`config.mk`:
```
export PLATFORM = sky130hd
export DESIGN_NAME = alu_ctrl
export DESIGN_NICKNAME = d
export VERILOG_FILES = /design/src/rtl/alu_ctrl_pkg.sv /design/src/rtl/alu_ctrl_decode.sv /design/src/rtl/alu_ctrl.sv
export SDC_FILE = /design/constraint.sdc
export NUM_CORES = 1
export LEC_CHECK = 0
export BUFFER_PORTS_ARGS = -buffer_cell sky130_fd_sc_hd__buf_2
export CAP_MARGIN = 20
export CORE_MARGIN = 8
export CORE_UTILIZATION = 49
export DETAILED_ROUTE_END_ITERATION = 6
export PLACE_DENSITY = 0.89
export SETUP_SLACK_MARGIN = 0.05
export SLEW_MARGIN = 0
export SYNTH_ARGS = -nofsm -noshare
export SYNTH_HDL_FRONTEND = slang
export SYNTH_SLANG_ARGS = --single-unit
```
`constraint.sdc`:
```
create_clock -name clk -period 2.35 [get_ports clk]
set_clock_uncertainty 0.15 [all_clocks]
set_input_delay 0.705 -clock clk [delete_from_list [all_inputs] [get_ports clk]]
set_output_delay 0.705 -clock clk [all_outputs]
set_load 0.02 [all_outputs]
```
`src/rtl/alu_ctrl_pkg.sv`:
```
// alu_ctrl_pkg: instruction opcodes, ALU opcode map, FSM state encoding and field widths
// shared by the accumulator-machine sequencer and its decoder.
package alu_ctrl_pkg;

  localparam int OP_W     = 4;
  localparam int ALU_OP_W = 3;

  localparam logic [OP_W-1:0] OP_NOP = 4'h0;
  localparam logic [OP_W-1:0] OP_LDA = 4'h1;
  localparam logic [OP_W-1:0] OP_STO = 4'h2;
  localparam logic [OP_W-1:0] OP_ADD = 4'h3;
  localparam logic [OP_W-1:0] OP_SUB = 4'h4;
  localparam logic [OP_W-1:0] OP_AND = 4'h5;
  localparam logic [OP_W-1:0] OP_XOR = 4'h6;
  localparam logic [OP_W-1:0] OP_NEG = 4'h7;
  localparam logic [OP_W-1:0] OP_SCL = 4'h8;
  localparam logic [OP_W-1:0] OP_SEL = 4'h9;
  localparam logic [OP_W-1:0] OP_JMP = 4'hA;
  localparam logic [OP_W-1:0] OP_SKZ = 4'hB;
  localparam logic [OP_W-1:0] OP_HLT = 4'hC;

  localparam logic [ALU_OP_W-1:0] ALU_NOP = 3'b000;
  localparam logic [ALU_OP_W-1:0] ALU_ADD = 3'b001;
  localparam logic [ALU_OP_W-1:0] ALU_SUB = 3'b010;
  localparam logic [ALU_OP_W-1:0] ALU_AND = 3'b011;
  localparam logic [ALU_OP_W-1:0] ALU_XOR = 3'b100;
  localparam logic [ALU_OP_W-1:0] ALU_NEG = 3'b101;
  localparam logic [ALU_OP_W-1:0] ALU_SCL = 3'b110;
  localparam logic [ALU_OP_W-1:0] ALU_SEL = 3'b111;

  typedef enum logic [2:0] {
    ST_FETCH  = 3'd0,
    ST_DECODE = 3'd1,
    ST_OPER   = 3'd2,
    ST_EXEC   = 3'd3,
    ST_WB     = 3'd4,
    ST_HALT   = 3'd5
  } state_t;

endpackage

```
`src/rtl/alu_ctrl_decode.sv`:
```
// alu_ctrl_decode: combinational instruction-op decoder. Illegal-op trapping (ops D..F)
// is reported only when ALU_CTRL_TRAP_EN is defined.
module alu_ctrl_decode
  import alu_ctrl_pkg::*;
(
  input  logic [OP_W-1:0]     op,
  output logic [ALU_OP_W-1:0] alu_opcode,
  output logic                is_alu,
  output logic                is_mem_rd,
  output logic                is_illegal
);

  always_comb begin
    alu_opcode = ALU_NOP;
    is_alu     = 1'b0;
    // ALU ops 3..9 map contiguously onto ALU opcodes 1..7
    if (op >= OP_ADD && op <= OP_SEL) begin
      alu_opcode = ALU_OP_W'(op - 4'd2);
      is_alu     = 1'b1;
    end
    is_mem_rd = is_alu || (op == OP_LDA);
`ifdef ALU_CTRL_TRAP_EN
    is_illegal = (op > OP_HLT);
`else
    is_illegal = 1'b0;
`endif
  end

endmodule

```
`src/rtl/alu_ctrl.sv`:
```
// alu_ctrl: fetch/decode/execute sequencer owning pc, ir and the accumulator for an external
// registered 8-bit ALU. Optional build macro: ALU_CTRL_TRAP_EN (halt with illegal=1 on ops D..F).
module alu_ctrl
  import alu_ctrl_pkg::*;
#(
  parameter int ADDR_W = 12,
  parameter int DATA_W = 8
) (
  input  logic                   clk,
  input  logic                   reset,
  output logic                   rom_rd,
  output logic [ADDR_W-1:0]      rom_addr,
  input  logic [OP_W+ADDR_W-1:0] rom_data,
  output logic                   ram_rd,
  output logic                   ram_wr,
  output logic [ADDR_W-1:0]      ram_addr,
  output logic [DATA_W-1:0]      ram_wdata,
  input  logic [DATA_W-1:0]      ram_rdata,
  output logic [ALU_OP_W-1:0]    alu_opcode,
  output logic [DATA_W-1:0]      alu_accum,
  output logic [DATA_W-1:0]      alu_data,
  input  logic [DATA_W-1:0]      alu_out,
  input  logic                   zero,
  output logic                   halted,
  output logic                   illegal
);

  state_t                   state, state_nxt;
  logic [ADDR_W-1:0]        pc;
  logic [OP_W+ADDR_W-1:0]   ir;
  logic [DATA_W-1:0]        acc;
  logic                     illegal_q;
  logic                     fetch_c;

  logic [OP_W-1:0]          op;
  logic [ADDR_W-1:0]        addr;
  logic [ALU_OP_W-1:0]      dec_alu_opcode;
  logic                     dec_is_alu;
  logic                     dec_is_mem_rd;
  logic                     dec_is_illegal;

  assign op   = ir[ADDR_W +: OP_W];
  assign addr = ir[ADDR_W-1:0];

  alu_ctrl_decode u_decode (
    .op         (op),
    .alu_opcode (dec_alu_opcode),
    .is_alu     (dec_is_alu),
    .is_mem_rd  (dec_is_mem_rd),
    .is_illegal (dec_is_illegal)
  );

  always_ff @(posedge clk or negedge reset) begin
    if (!reset) begin
      state     <= ST_FETCH;
      pc        <= '0;
      ir        <= '0;
      acc       <= '0;
      illegal_q <= 1'b0;
    end else begin
      state <= state_nxt;
      case (state)
        ST_DECODE: begin
          ir <= rom_data;
          pc <= pc + ADDR_W'(1);
        end
        ST_OPER: begin
          if (dec_is_illegal)
            illegal_q <= 1'b1;
          else if (op == OP_JMP)
            pc <= addr;
          else if (op == OP_SKZ && zero)
            pc <= pc + ADDR_W'(1);
        end
        ST_EXEC: if (op == OP_LDA) acc <= ram_rdata;
        ST_WB:   acc <= alu_out;
        default: ;
      endcase
    end
  end

  always_comb begin
    state_nxt  = state;
    fetch_c    = 1'b0;
    ram_rd     = 1'b0;
    ram_wr     = 1'b0;
    alu_opcode = ALU_NOP;
    alu_data   = '0;
    case (state)
      ST_FETCH: begin
        fetch_c   = 1'b1;
        state_nxt = ST_DECODE;
      end
      ST_DECODE: state_nxt = ST_OPER;
      ST_OPER: begin
        if (dec_is_illegal || op == OP_HLT) begin
          state_nxt = ST_HALT;
        end else if (dec_is_mem_rd) begin
          ram_rd    = 1'b1;
          state_nxt = ST_EXEC;
        end else begin
          ram_wr    = (op == OP_STO);
          state_nxt = ST_FETCH;
        end
      end
      ST_EXEC: begin
        if (dec_is_alu) begin
          alu_opcode = dec_alu_opcode;
          alu_data   = ram_rdata;
          state_nxt  = ST_WB;
        end else begin
          state_nxt = ST_FETCH;
        end
      end
      ST_WB:   state_nxt = ST_FETCH;
      ST_HALT: state_nxt = ST_HALT;
      default: state_nxt = ST_FETCH;
    endcase
  end

  // reset parks the FSM in FETCH; keep the ROM strobe quiet until reset is released
  assign rom_rd    = fetch_c & reset;
  assign rom_addr  = pc;
  assign ram_addr  = addr;
  assign ram_wdata = acc;
  assign alu_accum = acc;
  assign halted    = (state == ST_HALT);
  assign illegal   = illegal_q;

endmodule

```
After elaboration in Yosys (flattened, before gate mapping). Cells that the tools add are included. W data, S select, Z words.

Word-level logic and storage cells: 51. Register bits: 39. Output and inout bits: 56. Input port bits: 35.

Reduce and logical (&&, ||, !) cells: 8. Bitwise operators: 1. Add/subtract/negate cells: 2. Order comparisons: 2. Multiplexer cells: 22. Equality and inequality tests: 12.

Operators with widths (count): $mux W12 (2); $mux W8 (3); $pmux W12 S2 (1); $pmux W8 S2 (1); $mux W3 (5); $pmux W3 S5 (1); $add A12 B1 Y12 const B (1); $eq A4 B4 Y1 const B (3); $mux W1 (8); $eq A3 B2 Y1 const B (2); $eq A3 B3 Y1 const B (2); $eq A4 B1 Y1 const B (1); $eq A4 B2 Y1 const B (1); $ge A4 B2 Y1 const B (1); $le A4 B4 Y1 const B (1); $reduce_and A2 Y1 (2); $reduce_bool A2 Y1 (2); $eq A3 B1 Y1 const B (1); $logic_not A3 Y1 (1); $ne A3 B3 Y1 const B (1); $sub A3 B2 Y3 const B (1); $logic_and A1 B1 Y1 (2); $mux W2 (1); $ne A2 B2 Y1 const B (1); 2 further kinds (2).

Logic depth before layout (Yosys ltp).
Word-level depth: 7. Mapped depth: 7. Mapped depth without buffers: 5.

Modules after synthesis. A second synthesis with hierarchy kept.

Cell total of the unflattened synthesis: 233. Area, all modules: 2376.0 um^2.

Modules (own cells, without submodules): alu_ctrl (instances 1, cells an instance 219, area an instance 2290.9 um^2); alu_ctrl_decode (instances 1, cells an instance 14, area an instance 85.1 um^2).

Worst setup path before layout. No wires, ideal clock.

Path type: register to output. From: register state[2]. To: output rom_rd. Data arrival time: 1.548 ns. Cell stages (with the launch flop): 4. Setup slack: -0.053 ns. Data required time: 1.495 ns. Buffers on the path: 2. Cell sequence: dfrtp_1 -> buf_2 -> buf_1 -> nor4b_1.

Cells in the longest elaborated chain, start to end: 3.

Ends and longest elaborated chain: from (decl) (line alu_ctrl.sv:28) `state_t state, state_nxt;`; from (signal assigned) (line alu_ctrl.sv:61) `state <= state_nxt;`; $logic_not A3 Y1 (line alu_ctrl.sv:89) `case (state)`; $mux W1 (line alu_ctrl.sv:89); $and A1 B1 Y1 (line alu_ctrl.sv:122) `assign rom_rd = fetch_c & reset;`; to (decl) (line alu_ctrl.sv:11) `output logic rom_rd,`.

Every way passes these cells.

Worst setup path in the final report.
From: register ir[13]. To: output alu_opcode[1].

Cells in the longest elaborated chain, start to end: 5. Elaborated cells between the ends (all ways): 8. Classes of those cells: add/sub: 1; order compare: 2; mux: 4; reduce/logical: 1.

Ends and longest elaborated chain: from (decl) (line alu_ctrl.sv:30) `logic [OP_W+ADDR_W-1:0] ir;`; from (signal assigned) (line alu_ctrl.sv:64) `ir <= rom_data;`; $ge A4 B2 Y1 / $le A4 B4 Y1 (equally long branches) (line alu_ctrl_decode.sv:17) `if (op >= OP_ADD && op <= OP_SEL) begin`; $logic_and A1 B1 Y1 (line alu_ctrl_decode.sv:17); $mux W3 / $mux W1 (equally long branches) (line alu_ctrl_decode.sv:17); $mux W3 * (line alu_ctrl.sv:107) `if (dec_is_alu) begin`; $mux W3 * (line alu_ctrl.sv:89); to (decl) (line alu_ctrl.sv:19) `output logic [ALU_OP_W-1:0] alu_opcode,`.

Every way passes the cells marked *; elsewhere a longest branch is shown, timed or not.

==> out/metrics.csv <==
metric;value;unit
post-route ant nets;0;
Syn Inst Count;226;
CTS tree;yes;
cell area after placement;2690;um^2
Seq cells post-synth;39;
vias per std cell;5.681;
largest net degree at the start of global routing;40;
# H-tree levels;2;
Final TNS setup;-0.9158;ns
Post-DP HPWL;4356;um
core footprint;4629;um^2
Initial Util;50.05;%
PortBufs;89;
Logic pwr share;55.1;%
clock sink count;39;
gr ovfl total;0;
Syn Nets;262;
Power per Cell Area;1393;nW/um^2
max incr delay on CP;0.45;ns
Startpoint Class;register;
Rel. slew slack;49.84;%
Synth Warn #;0;
Post-Layout Inst Area;2883;um^2
sequential area share after synthesis;42.12;%
clock share of power;12.5;%
crit path capture type;output pin;
Int Power;2.199;mW
Nets;335;
GP Congestion;0.8598;
VDD IR-drop max;716.8;uV
global-route usage over all layers;17.20;%
setup violators final;12;
pre-CTS setup slack;0.1038;ns
Root Driver;clkbuf_8;
layout cells sized above 1;49.67;%
Final Cycle Share;104.1;%
Worst Path Max Fanout;12;
Avg Synthesized Cell Area;10.25;um^2
Max Freq;0.4088;GHz
Crit Path Class;register to output pin;
CTS max path bufs;2;
Sequential Power Share;32.4;%
fill cell count;399;
commonest cells after routing, fill and taps aside;buf_2 (77), dfrtp_1 (37), buf_4 (27);
synthesis-to-layout area growth;24.41;%
Leakage;1.422;nW
worst min path class;input port to asynchronous set/reset pin;
Power Total;4.017;mW
Die Wd;84.77;um
number of cell rows;25;
Synth Area in Adders;0.5400;%
largest family of logic cells by synthesized area;compound AO/OA/AOI/OAI gates;
vias in the first global route;2121;
total number of vias;2011;
Antenna Cells;0;
first-pass GRT wire length;10020;um
mux cell area share after synthesis;8.531;%
crit path DAT;1.59;ns
worst path cell trace;o21ai_1 > nor3b_2 > buf_6 > nor2b_2 > buf_4;
I/O pins;91;
Residual DRC;0;
Pins Over Slew Limit;0;
fraction of the mapped netlist area in simple logic gates;15.39;%
number of DRC markers in iteration 0;136;
commonest non-fill, non-tap cell in the layout;buf_2;
Primary FF master, synth;dfrtp_1;
sw frac;45.25;%
fin crit period;2.446;ns
setup ws final;-0.09610;ns
failing checks;negative setup slack;
status;complete, but fails checks;
initial antenna violation count;0;
final WL;6182;um
CP max-delay cell;dfrtp_2;
Worst-path clk slew;0.08;ns
Post-synth EDFFs;0;
Synth Area in XOR/XNOR;0.7559;%
DRT Pass-1 Iters;6;
Max-cap violations;0;
height of the die;84.77;um
Synth Area in Compound Gates;20.73;%
share of synthesized registers carrying an async set or reset;100.0;%
routed wire length per instance;17.46;um
RSZ-0062 raised after global routing;yes;
Netlist cell types;45;
CTS buffer count;5;
actual slew at the worst max-slew pin;0.7496;ns
Post-CTS Hold Fix Bufs;0;
WP data required;1.49;ns
Net Switching;1.817;mW
Synth Cell Area;2317;um^2
Hold Violations, Final;0;
insertion delay to the later sink of the worst-skew pair;0.29;ns
die area;7185;um^2
==> per-layer routing <==
metal  global-route usage (%)  up-vias  part of all wire [%]  wire length, um
li1                         -      947                     -                -
met1                    18.76      959                    41             2521
met2                    28.42       98                    48             2957
met3                    8.488        7                    10              635
met4                    5.663        0                   1.1               67
met5                        0        -                     0                0
==> repair_timing <==
item,CTS,global route
gates resized for setup,19,5
pin swaps,2,1
endpoints found under the setup margin,13,14
setup buffers,3,0
==> cell families (layout without fill, tap and decap cells) <==
group | after synthesis | in the layout
AO/OA/AOI/OAI | 62 | 62
XOR/XNOR | 2 | 2
adder cells (fa/ha/maj) | 1 | 1
buffers and inverters | 45 | 119
flip-flops | 39 | 39
multiplexers | 18 | 18
other | 1 | 1
AND/OR/NAND/NOR | 58 | 58
==> sequential cells by signal (all words and copies together) (netlist names) <==
register and count:
alu_accum 8, ir 16, rom_addr 12, state 3
==> power groups by stage <==
stage / combinational (mW) / sequential [mW] / clock (mW)
finish: 2.21 / 1.30 / 0.501
global route: 2.38 / 1.35 / 0.546
CTS: 2.20 / 1.30 / 0.515
detailed placement: 2.10 / 1.31 / 0
global placement: 2.06 / 1.30 / 0
floorplan: 1.51 / 1.40 / 0
==> worst max-delay path: cells and delay by family (launching register included) <==
family / cells / cell delay (ns)
AND/OR/NAND/NOR: 2 / 0.37
AO/OA/AOI/OAI: 1 / 0.16
flip-flops: 1 / 0.45
buffers and inverters: 2 / 0.31
==> worst paths after layout <==
check                        startpoint             to  slack (ns)  depth (start not counted)
max                              ir[13]  alu_opcode[1]        -0.1                          5
min                               reset          ir[2]        0.34                          2
max reg2reg                    state[0]   rom_addr[11]        0.23                          5
min reg2reg                alu_accum[0]   alu_accum[0]        0.34                          1
max in group asynchronous         reset         ir[13]        1.33                          2
min in group clk           alu_accum[0]   alu_accum[0]        0.34                          1
==> Yosys cell counts, drive strengths merged (5+ instances only) <==
cell / number / share of area [%]
clkbuf: 6 / 0.97
a211oi: 11 / 5.3
inv: 5 / 0.81
nand2: 7 / 1.1
a2bb2oi: 10 / 3.8
a22o: 6 / 2.3
a21o: 6 / 1.9
dfrtp: 39 / 42
nand4: 5 / 1.3
o21ai: 18 / 3.9
buf: 34 / 10
and2: 12 / 3.2
mux2: 14 / 6.8
==> final cells by class <==
type                       count  area, um^2  area share [%]
inverter                       5       18.77          0.6510
tap                           54       67.56           2.344
multi-input combinational    142        1107           38.41
timing repair buffer         106       610.6           21.18
clock buffer                   8       100.1           3.472
sequential                    39       978.4           33.94
==> metrics by stage <==
step	hold WS [ns]	utilization [%]	std cells
final	0.3368	62.27	354
after detailed placement	0.3311	58.11	343
after floorplan	0.2594	-	226
after global placement	0.3263	58.11	343
after global routing	0.3618	62.27	354
after CTS	0.3477	61.86	354
No activity file was read; power rests on OpenSTA's default activity.
